<file path="config.mk">
export PLATFORM = sky130hd
export DESIGN_NAME = pc_sequencer
export DESIGN_NICKNAME = d
export VERILOG_FILES = /design/src/rtl/pc_sequencer_pkg.sv /design/src/rtl/pc_sequencer_return_addr_stack.sv /design/src/rtl/pc_sequencer.sv
export SDC_FILE = /design/constraint.sdc
export NUM_CORES = 1
export LEC_CHECK = 0
export ABC_AREA = 1
export CAP_MARGIN = 10
export CELL_PAD_IN_SITES_DETAIL_PLACEMENT = 0
export CELL_PAD_IN_SITES_GLOBAL_PLACEMENT = 2
export CORE_ASPECT_RATIO = 1.2
export CORE_UTILIZATION = 39
export CTS_BUF_LIST = sky130_fd_sc_hd__clkbuf_4
export DETAILED_ROUTE_END_ITERATION = 16
export PLACE_DENSITY_LB_ADDON = 0.1
export SLEW_MARGIN = 20
export SYNTH_ARGS = -nofsm -noshare
export SYNTH_HDL_FRONTEND = slang
export SYNTH_HIERARCHICAL = 1
export SYNTH_SLANG_ARGS = --single-unit
</file>
<file path="constraint.sdc">
create_clock -name clk -period 3.4 [get_ports clk]
set_input_delay 0.68 -clock clk [delete_from_list [all_inputs] [get_ports clk]]
set_output_delay 0.68 -clock clk [all_outputs]
set_load 0.03 [all_outputs]
</file>
<file path="src/rtl/pc_sequencer_pkg.sv">
// Shared definitions for the fetch-PC sequencer: control opcodes, FSM states
// and a small sign-extension helper.
package pc_sequencer_pkg;

    // Opcodes in ex_instr[15:12] that the sequencer acts on
    localparam logic [3:0] OP_B    = 4'hC;
    localparam logic [3:0] OP_CALL = 4'hD;
    localparam logic [3:0] OP_RET  = 4'hE;
    localparam logic [3:0] OP_HLT  = 4'hF;

    // Sequencer states; HALT and TRAP are absorbing until reset
    typedef enum logic [1:0] {
        ST_RUN  = 2'd0,
        ST_HALT = 2'd1,
        ST_TRAP = 2'd2
    } pcseq_state_e;

    // Sign-extend an 8-bit branch displacement to the 16-bit PC width
    function automatic logic [15:0] sext8(input logic [7:0] v);
        return {{8{v[7]}}, v};
    endfunction

endpackage

</file>
<file path="src/rtl/pc_sequencer_return_addr_stack.sv">
// Circular return-address stack. A push onto a full stack overwrites the
// oldest entry; count, empty and full are registered.
module return_addr_stack #(
    parameter int DEPTH = 8
) (
    input  logic        clk,
    input  logic        rst_n,
    input  logic        i_push,
    input  logic        i_pop,
    input  logic [15:0] i_data,
    output logic [15:0] o_top,
    output logic        o_empty,
    output logic        o_full
);

    localparam int PW = $clog2(DEPTH);

    logic [15:0]   r_mem [DEPTH];
    logic [PW-1:0] r_ptr;     // next free slot; top is r_ptr-1
    logic [PW:0]   r_count;
    logic          r_empty;
    logic          r_full;

    logic [PW-1:0] w_top_idx;
    logic [PW:0]   w_count_next;

    assign w_top_idx = r_ptr - PW'(1);
    assign o_top     = r_mem[w_top_idx];
    assign o_empty   = r_empty;
    assign o_full    = r_full;

    // Occupancy after this cycle's operation; saturates when full
    always_comb begin
        // NOTE: default first so every path assigns it and no latch is inferred
        w_count_next = r_count;
        if (i_push) begin
            if (!r_full) w_count_next = r_count + (PW+1)'(1);
        end else if (i_pop && !r_empty) begin
            w_count_next = r_count - (PW+1)'(1);
        end
    end

    // Pointer, count and registered status flags
    always_ff @(posedge clk) begin
        // NOTE: non-blocking so every flop samples pre-edge values
        if (!rst_n) begin
            r_ptr   <= '0;
            r_count <= '0;
            r_empty <= 1'b1;
            r_full  <= 1'b0;
        end else begin
            if (i_push) begin
                r_ptr <= r_ptr + PW'(1);
            end else if (i_pop && !r_empty) begin
                r_ptr <= r_ptr - PW'(1);
            end
            r_count <= w_count_next;
            r_empty <= (w_count_next == '0);
            r_full  <= (w_count_next == (PW+1)'(DEPTH));
        end
    end

    // Entry storage
    always_ff @(posedge clk) begin
        // NOTE: storage has no reset; the pointer and count decide what is valid
        if (rst_n && i_push) r_mem[r_ptr] <= i_data;
    end

endmodule

</file>
<file path="src/rtl/pc_sequencer.sv">
// Fetch-PC sequencer: owns the architectural PC and updates it every cycle
// from the instruction in EX (B/CALL/RET/HLT, delayed-branch semantics).
// Optional macro RAS_TRAP_EN: RAS overflow/underflow enters a sticky TRAP
// state instead of wrapping/ignoring.
module pc_sequencer
    import pc_sequencer_pkg::*;
#(
    parameter logic [15:0] RESET_PC  = 16'h0000,
    parameter int          RAS_DEPTH = 8
) (
    input  logic        clk,
    input  logic        rst_n,
    input  logic        stall,
    input  logic        ex_valid,
    input  logic [15:0] ex_instr,
    input  logic        branch,
    output logic [15:0] pc,
    output logic        redirect,
    output logic        ras_empty,
    output logic        ras_full,
    output logic        halted,
    output logic        trap
);

    pcseq_state_e r_state;
    pcseq_state_e w_state_next;
    logic [15:0]  r_pc;
    logic [15:0]  w_pc_next;
    logic         r_redirect;
    logic         w_redirect_next;
    logic         w_push;
    logic         w_pop;
    logic [15:0]  w_ras_top;
    logic         w_ras_empty;
    logic         w_ras_full;
    logic [15:0]  w_pc_inc;

    assign w_pc_inc = r_pc + 16'd1;

    return_addr_stack #(
        .DEPTH (RAS_DEPTH)
    ) u_ras (
        .clk     (clk),
        .rst_n   (rst_n),
        .i_push  (w_push),
        .i_pop   (w_pop),
        .i_data  (w_pc_inc),
        .o_top   (w_ras_top),
        .o_empty (w_ras_empty),
        .o_full  (w_ras_full)
    );

    // Next-PC mux, RAS control and state transitions
    always_comb begin
        w_state_next    = r_state;
        w_pc_next       = r_pc;
        w_redirect_next = 1'b0;
        w_push          = 1'b0;
        w_pop           = 1'b0;
        if (r_state == ST_RUN && !stall) begin
            w_pc_next = w_pc_inc;
            if (ex_valid) begin
                case (ex_instr[15:12])
                    OP_B: begin
                        if (branch) begin
                            w_pc_next       = r_pc + 16'd2 + sext8(ex_instr[7:0]);
                            w_redirect_next = 1'b1;
                        end
                    end
                    OP_CALL: begin
`ifdef RAS_TRAP_EN
                        if (w_ras_full) begin
                            w_pc_next    = r_pc;
                            w_state_next = ST_TRAP;
                        end else begin
                            w_push          = 1'b1;
                            w_pc_next       = {r_pc[15:12], ex_instr[11:0]};
                            w_redirect_next = 1'b1;
                        end
`else
                        w_push          = 1'b1;
                        w_pc_next       = {r_pc[15:12], ex_instr[11:0]};
                        w_redirect_next = 1'b1;
`endif
                    end
                    OP_RET: begin
                        if (!w_ras_empty) begin
                            w_pop           = 1'b1;
                            w_pc_next       = w_ras_top;
                            w_redirect_next = 1'b1;
                        end else begin
`ifdef RAS_TRAP_EN
                            w_pc_next    = r_pc;
                            w_state_next = ST_TRAP;
`endif
                        end
                    end
                    OP_HLT: begin
                        w_pc_next    = r_pc;
                        w_state_next = ST_HALT;
                    end
                    default: ;
                endcase
            end
        end
    end

    // State, PC and redirect registers; reset overrides stall and HALT
    always_ff @(posedge clk) begin
        if (!rst_n) begin
            r_state    <= ST_RUN;
            r_pc       <= RESET_PC;
            r_redirect <= 1'b0;
        end else begin
            r_state    <= w_state_next;
            r_pc       <= w_pc_next;
            r_redirect <= w_redirect_next;
        end
    end

    assign pc        = r_pc;
    assign redirect  = r_redirect;
    assign ras_empty = w_ras_empty;
    assign ras_full  = w_ras_full;
    assign halted    = (r_state == ST_HALT);
`ifdef RAS_TRAP_EN
    assign trap      = (r_state == ST_TRAP);
`else
    assign trap      = 1'b0;
`endif

endmodule

</file>
==> results of run 1 <==
## critical path, delay by kind of cell
kind | cells | cell delay, ns
adder cells (fa/ha/maj) | 3 | 0.89
AND/OR/NAND/NOR | 8 | 0.92
buffers and inverters | 3 | 0.57
AO/OA/AOI/OAI | 1 | 0.05
## how the worst max path moves through the flow
stage / from / to / slack, ns
finish: ex_instr[1] / pc[7]$_SDFFE_PN0P_ / 0.74
global route: ex_instr[1] / pc[7]$_SDFFE_PN0P_ / 0.58
CTS: ex_instr[1] / pc[7]$_SDFFE_PN0P_ / 0.76
detailed placement: ex_instr[1] / pc[7]$_SDFFE_PN0P_ / 0.17
global placement: ex_instr[1] / pc[7]$_SDFFE_PN0P_ / 0.19
floorplan: ex_instr[14] / u_ras/r_mem[1][0]$_DFFE_PP_ / 0.52
## layout make-up
cell class              count  area [um^2]
inverters                  82        307.8
clock inverters            14        186.4
repair buffers             69        630.6
diodes                      1        2.502
clock buffers              17        127.6
multi-input cells         638         3286
fillers                  2061        11140
flip-flops and latches    155         4385
well taps                 265        331.6
## registers in the layout, summed over array words and instances, names as in the netlist
signal	flops
pc	16
u_ras/r_mem	128
u_ras/o_empty	1
r_state	1
u_ras/r_count	4
u_ras/o_full	1
u_ras/r_ptr	3
redirect	1
## routing by layer
layer	global-route usage	up-vias
met4	0.07231	0
met2	0.3589	126
met3	0.02936	24
met1	0.2669	2967
li1	-	3186
met5	0	-
## cell usage after synthesis (all sizes together), types with 2 or more instances
cell,number,area share
a21oi,61,0.039
a22o,3,0.0032
buf,21,0.016
clkbuf,12,0.0055
dfxtp,27,0.066
edfxtp,128,0.47
ha,34,0.052
inv,82,0.038
nand2,164,0.076
nand3,44,0.028
nand3b,5,0.0046
nand4,5,0.0038
nor2,169,0.080
nor3,8,0.0069
o211ai,2,0.0018
o21a,16,0.015
o21ai,102,0.063
xnor2,3,0.0032
xor2,13,0.016
## logic make-up (layout without fill, tap and decap cells)
family                     after synthesis  in the layout  synth area share
and+or+nand+nor                        397            397            0.2012
other                                    1              2         0.0004599
buffers and inverters                  115            182           0.05969
AOI/OAI and AO/OA                      189            189            0.1274
adders and majority gates               35             35           0.05463
xor gates and xnor gates                16             16           0.01903
DFF                                    155            155            0.5377
## stage by stage
| step | instance area [um^2] | worst slack [ns] | util |
|---|---|---|---|
| after CTS | 9255 | 0.7573 | 0.4537 |
| after detailed placement | 8941 | 0.1721 | 0.4384 |
| after global routing | 9258 | 0.5779 | 0.4539 |
| after floorplan | 8154 | 0.5224 | - |
| final | 9258 | 0.7355 | 0.4539 |
| after global placement | 8941 | 0.1893 | 0.4384 |
## where the power goes
part | switching (mW) | internal (mW) | total, mW
registers | 0.0317 | 2.08 | 2.11
logic | 0.298 | 0.167 | 0.465
clock network | 0.687 | 0.526 | 1.21
total | 1.02 | 2.78 | 3.79
==> metrics.md, run 1 <==
| Metric | Value |
|---|---|
| Area added between synthesis and finish | `13.53%` |
| Register bit count reported by yosys | `155` |
| Slew margin rel. | `0.4571` |
| GRT Total Usage | `0.2087` |
| Number of setup buffers added after CTS | `0` |
| Most common cell after layout, fill and taps aside | `sky130_fd_sc_hd__nor2_1` |
| Critical path's largest stage delay | `0.48 ns` |
| Max Fclk | `375.3 MHz` |
| Detailed-routed wire length on met3 | `739 um` |
| Max Slew Vio Count | `0` |
| Worst-case reg-to-reg path depth | `13` |
| Total Power | `3.792 mW` |
| Length of the first detailed-routing pass in iterations | `7` |
| Post-layout minimum cycle time | `2.664 ns` |
| Number of instances on the worst hold path | `2` |
| Overall overflow remaining after global route | `0` |
| Chip height | `160.4 um` |
| Antenna-violating nets left | `0` |
| Clock skew | `0.02022 ns` |
| Number of rows in the core area | `57` |
| Fraction of layout instances using a drive strength above 1 | `0.08718` |
| Endpoint kind of the worst setup timing path | `flip-flop` |
| Hold EP | `r_state[0]$_SDFFE_PN0P_` |
| Post-synthesis cell count | `908` |
| Clock tree buffer depth | `2` |
| Actual slew at the worst max-slew pin | `0.8115 ns` |
| Post-Synthesis Net Count | `964` |
| Final worst hold slack | `0.5265 ns` |
| Total negative slack | `0 ns` |
| Core Box Area | `20400 um^2` |
| Average size of a mapped cell | `8.980 um^2` |
| Final worst-path cycle share | `0.7837` |
| Yosys warning total | `6` |
| Number of buffers added on ports | `40` |
| Largest fanout on the critical path | `4` |
| TritonCTS Buffers | `17` |
| Top library cells by usage in the layout, fill and taps aside | `sky130_fd_sc_hd__nor2_1 (164), sky130_fd_sc_hd__nand2_1 (162), sky130_fd_sc_hd__edfxtp_1 (128)` |
| Violation count after the first detailed-route iteration | `400` |
| Total of max-cap violations | `0` |
| Number of non-filler instances in the completed layout | `1241` |
| Metal-1 WL | `9552 um` |
| EDFF count, synth | `128` |
| Worst reg-to-reg setup slack | `0.83 ns` |
| RSZ-0062 raised after global routing | `no` |
| Top-Level Pins | `42` |
| Most frequently used flop master after synthesis | `sky130_fd_sc_hd__edfxtp_1` |
| Cell with the biggest individual delay on the critical path | `sky130_fd_sc_hd__clkdlybuf4s50_1` |
| Vias after detailed routing | `6303` |
| Weighted congestion at the end of routability-driven global placement | `0.8317` |
| Detailed placement HPWL | `15460 um` |
| Worst setup SP type | `primary input` |
| Via-to-Cell Ratio | `5.079` |
| Setup Crit Path Kind | `primary input to flip-flop` |
| Clk root buf | `sky130_fd_sc_hd__clkbuf_4` |
| Horiz. Die Dim | `134.0 um` |
| Maximum number of pins on one net before global-route repair | `69` |
| Ys async rst share | `0` |
| Total count of hold-check failures in the final report | `0` |
| Total detailed-routing wirelength | `21420 um` |
| Critical path cell sequence | `clkdlybuf4s50_1 > inv_1 > ha_1 > inv_1 > ha_1 > fa_1 > nand3_1 > nand2_1 > nand2_1 > nand2_1 > or2_2 > nand3_1 > nand3_1 > nand2_1 > a21oi_1` |
| Peak ir drop on the vdd network | `0.0002550 V` |
| TritonCTS Sinks | `155` |
| Post-synthesis instance area | `8154 um^2` |
| Worst min-delay path startpoint | `r_state[0]$_SDFFE_PN0P_` |
| Data arrival time of the critical path | `3.10 ns` |
| Top cell by count, worst path | `sky130_fd_sc_hd__nand2_1` |
| Antenna violations before repair | `1` |
| Initial Utilization | `0.3998` |
| Result of the run | `completed` |
| Wire length per cell after detailed routing | `17.26 um` |
| Layout Nets | `1019` |
| Hold crit path type | `flip-flop to flip-flop` |
| Clock insertion delay at the later pin of the skew report | `0.53 ns` |
| Die area | `21490 um^2` |
| Post-cts sizing count | `0` |
| Worst endpoint required time | `3.84 ns` |
| DRC Markers | `0` |
| Sum of met2 wire segment lengths after detailed routing | `10620 um` |
| RR Startpoint | `u_ras/r_ptr[1]$_SDFFE_PN0P_` |
| TritonCTS clock tree | `done` |
| Wire length of the first global-routing pass | `34010 um` |
| Level count of the clock H-tree | `4` |
| Leakage dissipation | `3.653 nW` |
| Proportion of synthesized chip area in sequential cells | `0.5377` |
| Max layer used | `met4` |
| Reg-to-Reg End | `pc[0]$_SDFFE_PN0P_` |
| Cell total after placement | `1209` |
| Number of setup violations in the final report | `0` |
| Power density over cell area | `409.6 nW/um^2` |
| Number of buffers added to fix hold violations after cts | `0` |
| Via count of the first global-routing pass | `6266` |
| Number of unique standard cell types used by synthesis | `41` |
| Clock transition time at the flip-flop clock pins of the worst setup and hold paths | `0.14 ns` |
Note: power is estimated with default switching activity, not from simulation.
==> run 2: changes to the inputs <==
==> constraint.sdc (replaced) <==
create_clock -name clk -period 2.7 [get_ports clk]
set_input_delay 0.54 -clock clk [delete_from_list [all_inputs] [get_ports clk]]
set_output_delay 0.54 -clock clk [all_outputs]
set_load 0.03 [all_outputs]
==> run 2 against run 1 <==
Critical path depth up 2. Clock skew grew 0.018 ns. Non-clock buffer count grew 51. Flip-flop and latch count unchanged. Utilization is 1.9 points higher. Highest routed layer unchanged. Clock power is 12% higher. Largest power group unchanged.
==> metrics.md, run 2 (synthesized netlist as in run 1, its figures left out) <==
| Metric | Value |
|---|---|
| Result of the run | `completed` |
| Via count of the first global-routing pass | `6523` |
| Post-route setup slack | `0.2513 ns` |
| Clk root buf | `sky130_fd_sc_hd__clkbuf_4` |
| Clock tree buffer depth | `2` |
| Level count of the clock H-tree | `4` |
| Violation count after the first detailed-route iteration | `373` |
| Clock transition time at the flip-flop clock pins of the worst setup and hold paths | `0.15 ns` |
| Biggest register | `u_ras/r_mem` |
| Worst setup SP type | `primary input` |
| Leakage dissipation | `3.885 nW` |
| Top-Level Pins | `42` |
| Wire length of the first global-routing pass | `34810 um` |
| Power density over cell area | `487.3 nW/um^2` |
| Total of max-cap violations | `0` |
| Core Box Area | `20400 um^2` |
| Antenna violations before repair | `1` |
| DRC Markers | `0` |
| Slew margin rel. | `0.4899` |
| Vias after detailed routing | `6468` |
| Final worst-path cycle share | `0.9069` |
| Max Fclk | `408.4 MHz` |
| Layout Nets | `1070` |
| Overall overflow remaining after global route | `0` |
| Total count of hold-check failures in the final report | `0` |
| Data arrival time of the critical path | `2.91 ns` |
| Length of the first detailed-routing pass in iterations | `7` |
| Number of buffers added on ports | `40` |
| Worst setup slack before clock tree synthesis | `-0.2794 ns` |
| Area of placed instances | `9374 um^2` |
| Number of buffers added to fix hold violations after cts | `0` |
| Endpoint kind of the worst setup timing path | `flip-flop` |
| Critical path cell sequence | `clkdlybuf4s50_1 > inv_1 > ha_1 > inv_1 > ha_1 > fa_1 > nand3_1 > nand2_1 > nand2_1 > nand2_1 > nand2_1 > nand2_1 > nand2_1 > nand3_1 > nand2_1 > nand2_1 > a21oi_2` |
| Post-route standard cell area excluding fillers | `9654 um^2` |
| Clock skew | `0.03845 ns` |
| Top cell by count, worst path | `sky130_fd_sc_hd__nand2_1` |
| TritonCTS Buffers | `17` |
| Most common cell after layout, fill and taps aside | `sky130_fd_sc_hd__nor2_1` |
| Worst endpoint required time | `3.16 ns` |
| Fraction of layout instances using a drive strength above 1 | `0.1324` |
| Number of setup buffers added after CTS | `0` |
| Actual slew at the worst max-slew pin | `0.7626 ns` |
| Antenna-violating nets left | `0` |
| Clock insertion delay at the later pin of the skew report | `0.54 ns` |
| Critical path's largest stage delay | `0.48 ns` |
| Peak ir drop on the vdd network | `0.0002282 V` |
| TritonCTS Sinks | `155` |
| Max Slew Vio Count | `0` |
| Horiz. Die Dim | `134.0 um` |
| Initial Utilization | `0.3998` |
| Post-layout minimum cycle time | `2.449 ns` |
| Via-to-Cell Ratio | `5.002` |
| Weighted congestion at the end of routability-driven global placement | `0.8386` |
| Maximum number of pins on one net before global-route repair | `69` |
| Hold crit path type | `flip-flop to flip-flop` |
| Chip height | `160.4 um` |
| Die area | `21490 um^2` |
| Largest fanout on the critical path | `4` |
| Final worst hold slack | `0.5334 ns` |
| Worst path bufs/invs | `3` |
| Worst reg-to-reg setup slack | `0.32 ns` |
| GRT Total Usage | `0.2134` |
| Flip-flop count of the largest register after layout | `128` |
| Area added between synthesis and finish | `18.40%` |
| TritonCTS clock tree | `done` |
| Total Power | `4.705 mW` |
| Cell with the biggest individual delay on the critical path | `sky130_fd_sc_hd__clkdlybuf4s50_1` |
| Top library cells by usage in the layout, fill and taps aside | `sky130_fd_sc_hd__nor2_1 (164), sky130_fd_sc_hd__nand2_1 (162), sky130_fd_sc_hd__edfxtp_1 (128)` |
| Total detailed-routing wirelength | `21820 um` |
| Number of setup violations in the final report | `0` |
| RSZ-0062 raised after global routing | `no` |
| End-of-flow core utilization | `0.4733` |
| Number of rows in the core area | `57` |
| Wire length per cell after detailed routing | `16.88 um` |
| Setup Crit Path Kind | `primary input to flip-flop` |
| Kind of cell with the highest combined delay on the critical path | `adder cells` |
| Detailed placement HPWL | `16070 um` |
run 2: final cells by class:
class | count | area [um^2]
Multi-Input combinational cell | 638 | 3296
Inverter | 82 | 307.8
Sequential cell | 155 | 4385
Clock inverter | 14 | 132.6
Fill cell | 2018 | 10740
Clock buffer | 18 | 135.1
Antenna cell | 1 | 2.502
Tap cell | 265 | 331.6
Timing Repair Buffer | 120 | 1064
run 2: final timing paths:
path                                from                       to  cells past startpoint
min reg2reg      r_state[0]$_SDFFE_PN0P_  r_state[0]$_SDFFE_PN0P_                      2
max                          ex_instr[1]      pc[15]$_SDFFE_PN0P_                     17
max reg2reg  u_ras/r_ptr[1]$_SDFFE_PN0P_       pc[2]$_SDFFE_PN0P_                     13
min              r_state[0]$_SDFFE_PN0P_  r_state[0]$_SDFFE_PN0P_                      2
run 2: through the flow:
stage	setup TNS [ns]	cells
floorplan	-4.781	908
global placement	-2.188	1260
detailed placement	-2.992	1260
CTS	0	1292
global route	0	1293
finish	0	1293
run 2: report_power, final:
group	leakage [nW]	internal, mW	switching [mW]
clock network	0.136	0.485	0.867
registers	1.39	2.62	0.0213
logic	2.36	0.292	0.417
total	3.89	3.40	1.31
run 2: layer usage:
| layer | routed length [um] | track usage |
|---|---|---|
| met5 | 0 | 0 |
| met1 | 9546 | 0.2669 |
| met3 | 579 | 0.02462 |
| met4 | 565 | 0.08161 |
| met2 | 11130 | 0.3745 |
run 2: what timing repair did:
| action | 4_1_cts | 5_1_grt |
|---|---|---|
| endpoints found under the setup margin | 0 | 4 |
| gates resized for setup | 0 | 1 |
| hold endpoints to repair | 0 | 0 |
run 2: worst register-to-register path: stages, from the launching register on:
cell and delay, ns:
sky130_fd_sc_hd__dfxtp_1 0.45, sky130_fd_sc_hd__inv_1 0.13, sky130_fd_sc_hd__ha_4 0.39, sky130_fd_sc_hd__buf_12 0.19, sky130_fd_sc_hd__o21ai_0 0.11, sky130_fd_sc_hd__o21ai_0 0.29, sky130_fd_sc_hd__nor2_1 0.09, sky130_fd_sc_hd__a21oi_1 0.23
sky130_fd_sc_hd__nand2_1 0.11, sky130_fd_sc_hd__nand3_1 0.09, sky130_fd_sc_hd__nand2_1 0.05, sky130_fd_sc_hd__nand3_1 0.06, sky130_fd_sc_hd__o211ai_1 0.09, sky130_fd_sc_hd__inv_1 0.07
==> run 3: changes to the inputs <==
--- a/config.mk
+++ b/config.mk
@@ -14,7 +14,7 @@
 export CTS_BUF_LIST = sky130_fd_sc_hd__clkbuf_4
 export DETAILED_ROUTE_END_ITERATION = 16
 export PLACE_DENSITY_LB_ADDON = 0.1
-export SLEW_MARGIN = 20
+export SLEW_MARGIN = 30
 export SYNTH_ARGS = -nofsm -noshare
 export SYNTH_HDL_FRONTEND = slang
 export SYNTH_HIERARCHICAL = 1
==> results of run 3 <==
Same layout as run 2: the final DEF is identical, and so are final timing and power.
